--- src/rtl/iq_tx_deframer_pkg.sv ---
// Shared constants for the TX I/Q word path: modem sync pattern, underrun fill word and
// deframer FSM encoding. lvds_tx and rx_framer reuse the same sync definitions.
package iq_tx_deframer_pkg;

   localparam logic [1:0]  I_SYNC        = 2'b10;
   localparam logic [1:0]  Q_SYNC        = 2'b01;
   localparam int unsigned I_SYNC_HI     = 31;
   localparam int unsigned I_SYNC_LO     = 30;
   localparam int unsigned Q_SYNC_HI     = 15;
   localparam int unsigned Q_SYNC_LO     = 14;
   localparam logic [31:0] ZERO_WORD_DEF = 32'h8000_4000;

   typedef enum logic [1:0] {
      ST_IDLE  = 2'b00,
      ST_PRIME = 2'b01,
      ST_RUN   = 2'b10,
      ST_DRAIN = 2'b11
   } state_e;

   function automatic logic sync_match(input logic [1:0] i_bits, input logic [1:0] q_bits);
      return (i_bits == I_SYNC) && (q_bits == Q_SYNC);
   endfunction

endpackage

--- src/rtl/iq_tx_deframer_sync_check.sv ---
// Combinational sync-pattern check for one 32-bit I/Q word; with CHECK_SYNC=0 every word is accepted.
module iq_sync_check
   import iq_tx_deframer_pkg::*;
#(
   parameter bit CHECK_SYNC = 1'b1
) (
   input  logic [31:0] word,
   output logic        sync_ok
);

   logic unused_bits_s;

   assign unused_bits_s = ^{word[29:16], word[13:0]};

   // Sync decision for the word captured from the FIFO this cycle.
   always_comb begin
      if (CHECK_SYNC) begin
         sync_ok = sync_match(word[I_SYNC_HI:I_SYNC_LO], word[Q_SYNC_HI:Q_SYNC_LO]);
      end else begin
         sync_ok = 1'b1;
      end
   end

endmodule

--- src/rtl/iq_tx_deframer.sv ---
// Read side of the TX async FIFO: pulls I/Q words, drops words with a broken sync pattern and
// hands good words to lvds_tx over valid/ready, filling underruns with a zero frame or a bubble.
module iq_tx_deframer
   import iq_tx_deframer_pkg::*;
#(
   parameter bit          CHECK_SYNC = 1'b1,
   parameter logic [31:0] ZERO_WORD  = ZERO_WORD_DEF,
   parameter int unsigned CNT_W      = 16
) (
   input  logic             i_sys_clk,
   input  logic             i_rst_b,
   input  logic             i_enable,
   input  logic             i_zero_on_underrun,
   input  logic             i_fifo_empty,
   input  logic [31:0]      i_fifo_data,
   output logic             o_fifo_pull,
   output logic [31:0]      o_tx_data,
   output logic             o_tx_valid,
   input  logic             i_tx_ready,
   output logic [CNT_W-1:0] o_sync_err_cnt,
   output logic [CNT_W-1:0] o_underrun_cnt,
   output logic             o_active
);

   state_e           state_r, state_s;
   logic             pull_r, pull_s;
   logic             pf_valid_r, pf_valid_s;
   logic [31:0]      pf_data_r, pf_data_s;
   logic             out_valid_r, out_valid_s;
   logic [31:0]      out_data_r, out_data_s;
   logic [CNT_W-1:0] sync_err_cnt_r, underrun_cnt_r;
   logic             sync_ok_s, in_good_s, in_bad_s, take_s, underrun_s;

   iq_sync_check #(
      .CHECK_SYNC (CHECK_SYNC)
   ) u_sync_check (
      .word    (i_fifo_data),
      .sync_ok (sync_ok_s)
   );

   assign in_good_s = pull_r & sync_ok_s;
   assign in_bad_s  = pull_r & ~sync_ok_s;
   assign take_s    = ~out_valid_r | i_tx_ready;

   // Output register and prefetch slot; a fresh good word bypasses the slot when the output can take it.
   always_comb begin
      out_valid_s = out_valid_r;
      out_data_s  = out_data_r;
      pf_valid_s  = pf_valid_r;
      pf_data_s   = pf_data_r;
      underrun_s  = 1'b0;
      if (take_s) begin
         if (pf_valid_r) begin
            out_valid_s = 1'b1;
            out_data_s  = pf_data_r;
            pf_valid_s  = in_good_s;
            if (in_good_s) begin
               pf_data_s = i_fifo_data;
            end else begin
               pf_data_s = pf_data_r;
            end
         end else if (in_good_s) begin
            out_valid_s = 1'b1;
            out_data_s  = i_fifo_data;
         end else if (state_r == ST_RUN) begin
            underrun_s = 1'b1;
            if (i_zero_on_underrun) begin
               out_valid_s = 1'b1;
               out_data_s  = ZERO_WORD;
            end else begin
               out_valid_s = 1'b0;
            end
         end else begin
            out_valid_s = 1'b0;
         end
      end else if (in_good_s) begin
         pf_valid_s = 1'b1;
         pf_data_s  = i_fifo_data;
      end else begin
         pf_valid_s = pf_valid_r;
      end
   end

   // A pull is issued only if the slot is guaranteed free when its data lands next cycle.
   always_comb begin
      if (((state_r == ST_PRIME) || (state_r == ST_RUN)) && i_enable && !i_fifo_empty && !pf_valid_s) begin
         pull_s = 1'b1;
      end else begin
         pull_s = 1'b0;
      end
   end

   // Next-state logic for the streaming FSM.
   always_comb begin
      state_s = state_r;
      case (state_r)
         ST_IDLE: begin
            if (i_enable) begin
               state_s = ST_PRIME;
            end else begin
               state_s = ST_IDLE;
            end
         end
         ST_PRIME: begin
            if (!i_enable) begin
               state_s = ST_DRAIN;
            end else if (out_valid_s) begin
               state_s = ST_RUN;
            end else begin
               state_s = ST_PRIME;
            end
         end
         ST_RUN: begin
            if (!i_enable) begin
               state_s = ST_DRAIN;
            end else begin
               state_s = ST_RUN;
            end
         end
         ST_DRAIN: begin
            if (!out_valid_s && !pf_valid_s) begin
               state_s = ST_IDLE;
            end else begin
               state_s = ST_DRAIN;
            end
         end
         default: begin
            state_s = ST_IDLE;
         end
      endcase
   end

   // State, pipeline registers and saturating status counters.
   always_ff @(posedge i_sys_clk or negedge i_rst_b) begin
      if (!i_rst_b) begin
         state_r        <= ST_IDLE;
         pull_r         <= 1'b0;
         pf_valid_r     <= 1'b0;
         pf_data_r      <= 32'h0000_0000;
         out_valid_r    <= 1'b0;
         out_data_r     <= 32'h0000_0000;
         sync_err_cnt_r <= {CNT_W{1'b0}};
         underrun_cnt_r <= {CNT_W{1'b0}};
      end else begin
         state_r     <= state_s;
         pull_r      <= pull_s;
         pf_valid_r  <= pf_valid_s;
         pf_data_r   <= pf_data_s;
         out_valid_r <= out_valid_s;
         out_data_r  <= out_data_s;
         if (in_bad_s && (sync_err_cnt_r != {CNT_W{1'b1}})) begin
            sync_err_cnt_r <= sync_err_cnt_r + CNT_W'(1);
         end else begin
            sync_err_cnt_r <= sync_err_cnt_r;
         end
         if (underrun_s && (underrun_cnt_r != {CNT_W{1'b1}})) begin
            underrun_cnt_r <= underrun_cnt_r + CNT_W'(1);
         end else begin
            underrun_cnt_r <= underrun_cnt_r;
         end
      end
   end

   assign o_fifo_pull    = pull_s;
   assign o_tx_data      = out_data_r;
   assign o_tx_valid     = out_valid_r;
   assign o_sync_err_cnt = sync_err_cnt_r;
   assign o_underrun_cnt = underrun_cnt_r;
   assign o_active       = (state_r != ST_IDLE);

endmodule

--- config.mk ---
export PLATFORM = sky130hd
export DESIGN_NAME = iq_tx_deframer
export DESIGN_NICKNAME = d
export VERILOG_FILES = /design/src/rtl/iq_tx_deframer_pkg.sv /design/src/rtl/iq_tx_deframer_sync_check.sv /design/src/rtl/iq_tx_deframer.sv
export SDC_FILE = /design/constraint.sdc
export NUM_CORES = 1
export LEC_CHECK = 0
export BUFFER_PORTS_ARGS = -buffer_cell sky130_fd_sc_hd__buf_4
export CORE_UTILIZATION = 37
export DETAILED_ROUTE_END_ITERATION = 8
export PLACE_DENSITY = 0.69
export SETUP_SLACK_MARGIN = 0.3
export SYNTH_ARGS = -nofsm -noshare
export SYNTH_HDL_FRONTEND = slang
export SYNTH_SLANG_ARGS = --single-unit
--- constraint.sdc ---
create_clock -name i_sys_clk -period 1.67 [get_ports i_sys_clk]
set_input_delay 0.2505 -clock i_sys_clk [delete_from_list [all_inputs] [get_ports i_sys_clk]]
set_output_delay 0.2505 -clock i_sys_clk [all_outputs]
set_load 0.01 [all_outputs]
==> flow_summary.json <==
{
  "status": "complete, but fails checks",
  "violations": "setup timing",
  "vdd_drop_max_uv": 632,
  "gp_congestion": 0.893,
  "worst_slew_pin_slew_ns": 0.571,
  "wl_per_cell_um": 16.5,
  "drt_wl_total_um": 12800,
  "finalSetupTns_ns": -2.23,
  "clock-root-buffer": "clkbuf_16",
  "required_ns": 1.42,
  "ys_ff_latch": 101,
  "fp.dieH_um": 115,
  "rsz0062_at_grt": "true",
  "drive_above_1_share": 0.543,
  "cts_tree": "yes",
  "ant_nets": 0,
  "drt-pass1-iter-count": 4,
  "syn_avg_cell_area_um2": 11.2,
  "synthArstFlopShare": 1.00,
  "finalMaxSlewViolations": 0,
  "yosysTopAreaCell": "dfrtp_1",
  "p_sw_frac": 0.278,
  "cp-start-kind": "flop",
  "synth_nets": 464,
  "antenna_found_initial": 0,
  "pwr-share-clk": 0.311,
  "synth_common_cells": "dfrtp_1, mux2_2, nand3_1, nand2_1, o21ai_0",
  "setup_slack_ns": -0.237,
  "clk_latency_ns": 0.34,
  "worstSetupEndpointType": "output port",
  "grt_pass1_wl_um": 19800,
  "comb_power_share": 0.305,
  "cts_max_path_buffers": 2,
  "worst_clock_skew_ns": 0.00454,
  "power.total_mw": 7.48,
  "dr_total_vias": 3930,
  "core_area_um2": 12200,
  "ys_warn_count": 0,
  "fin_crit_sh": 1.14,
  "hold_viol": 0,
  "fin_nets": 646,
  "hp-class": "input pin to flop",
  "ios": 105,
  "synth.distinct_cells": 44,
  "synth_most_common_cell": "dfrtp_1",
  "grt_max_degree": 42,
  "p_leak_nw": 3.52,
  "intPower_mw": 5.40,
  "fp.dieW_um": 115,
  "netSwitchingPower_mw": 2.08,
  "track_usage": 0.192,
  "io_buffers": 104,
  "power.density_nw_per_um2": 1010,
  "fin_crit_ns": 1.91,
  "synth_top_area_frac": 0.536,
  "setup_viol": 35,
  "hpwl_um": 7970,
  "start_util": 0.386,
  "synthFlopType": "dfrtp_1",
  "syn_to_final_growth_pct": 57.2,
  "critPathKind": "flop to output port",
  "clk_pin_slew_ns": 0.07,
  "first_global_vias": 4116,
  "htreeDepth": 3,
  "yosysSeqAreaShare": 0.536,
  "routed_via_density": 5.08,
  "critPathArrivalTime_ns": 1.66,
  "synth-edff-count": 0,
  "maxCapViolations": 0,
  "syn_area_um2": 4710,
  "drc": 0,
  "diodes": 0,
  "clock.fmax_mhz": 524,
  "synth_cells": 419,
  "num-fill-cells": 996,
  "power_frac_seq": 0.384,
  "tritoncts.num_buffers": 9,
  "synthTopCellsByArea": "dfrtp_1, mux2_2, nand3_1",
  "grt.overflow.total": 0,
  "clock_sinks": 101,
  "dieArea_um2": 13200,
  "slew_headroom": 0.618,
  "drt_iter0_markers": 202,
  "worstPathMaxFanout": 2,
  "rows": 40
}
==> layout make-up <==
cell class,instances,area (µm²),share of cell area
tap,168,210,0.0284
sequential,101,2540,0.342
timing repair buffer,193,1680,0.227
multi-input combinational,285,2600,0.351
clock buffer,13,270,0.0365
clock inverter,3,67.6,0.00912
inverter,11,41.3,0.00557
==> critical path, cell delays in order, from the launching register on <==
cell and delay (ns):
dfrtp_1 0.38, nor2b_4 0.14, buf_6 0.11, maj3_2 0.32, nor3_4 0.24, buf_6 0.13
==> metrics by stage <==
step	instance area, µm²	util	setup WS [ns]	cells	hold slack, ns
6_report	7410	0.607	-0.237	774	0.108
5_1_grt	7410	0.607	-0.324	774	0.101
4_1_cts	7130	0.584	-0.253	761	0.0939
3_5_place_dp	6230	0.511	-0.209	706	0.202
3_3_place_gp	6230	0.511	-0.146	706	0.197
2_1_floorplan	5040	-	-0.170	419	-0.0451
==> what timing repair did <==
action / 4_1_cts / 5_1_grt
hold endpoints to repair: 24 / 0
resized for setup: 54 / 33
buffers inserted: 34 / 11
hold buffers: 1 / 0
pin swaps: 31 / 17
endpoints found under the setup margin: 99 / 97
cloned: 4 / 2
==> power groups by stage <==
stage,registers (mW),logic [mW],clock network (mW)
6_report,2.88,2.28,2.33
5_1_grt,2.90,2.45,2.49
4_1_cts,2.86,2.12,2.39
3_5_place_dp,2.94,1.57,0
3_3_place_gp,2.92,1.52,0
2_1_floorplan,2.99,0.767,0
==> worst paths after layout <==
kind	slack, ns	cells past startpoint	startpoint	to
max	-0.24	5	o_tx_valid	o_fifo_pull
min reg2reg	0.48	1	pf_data_r[31]	pf_data_r[31]
min in group asynchronous	0.40	2	i_rst_b	pf_data_r[15]
max in group asynchronous	0.70	3	i_rst_b	o_sync_err_cnt[6]
min	0.11	2	i_fifo_empty	pull_r
max reg2reg	-0.08	6	state_r[1]	o_tx_data[19]
==> cells in the final DEF (no fill, tap or decap), types with 5 or more instances in the layout <==
cell type,count
buf_4,164
dfrtp_1,93
mux2_4,46
nand3_1,37
nand2_1,36
o21ai_0,28
xnor2_1,21
buf_6,17
mux2_2,12
nand4_1,10
clkbuf_16,10
dfrtp_2,8
inv_1,7
buf_12,7
nor2_1,6
nand3_2,5
and3_1,5
nand3_4,5
xnor2_2,5
==> cells by family (layout without fill, tap and decap cells) <==
kind of cell	after synthesis	in the layout	synth area share
simple gates	139	139	0.156
flops	101	101	0.536
mux	58	58	0.139
compound gates	52	53	0.0661
buf+inv	34	220	0.0311
xor+xnor	27	27	0.0502
fa+ha+maj	8	8	0.0207
==> registers in the layout (all words and copies together), names as in the netlist <==
name            flops
o_tx_data          32
pf_data_r          32
o_sync_err_cnt     16
o_underrun_cnt     16
state_r             2
o_tx_valid          1
pf_valid_r          1
pull_r              1
==> metal layers <==
layer  vias to the layer above  wire (µm)  track usage
met5                         -          0            0
met4                         0        153       0.0537
met3                        16        664       0.0390
met2                       118       6460        0.344
met1                      1949       5510        0.233
li1                       1847          -            -
(Power assumes the default switching activity.)
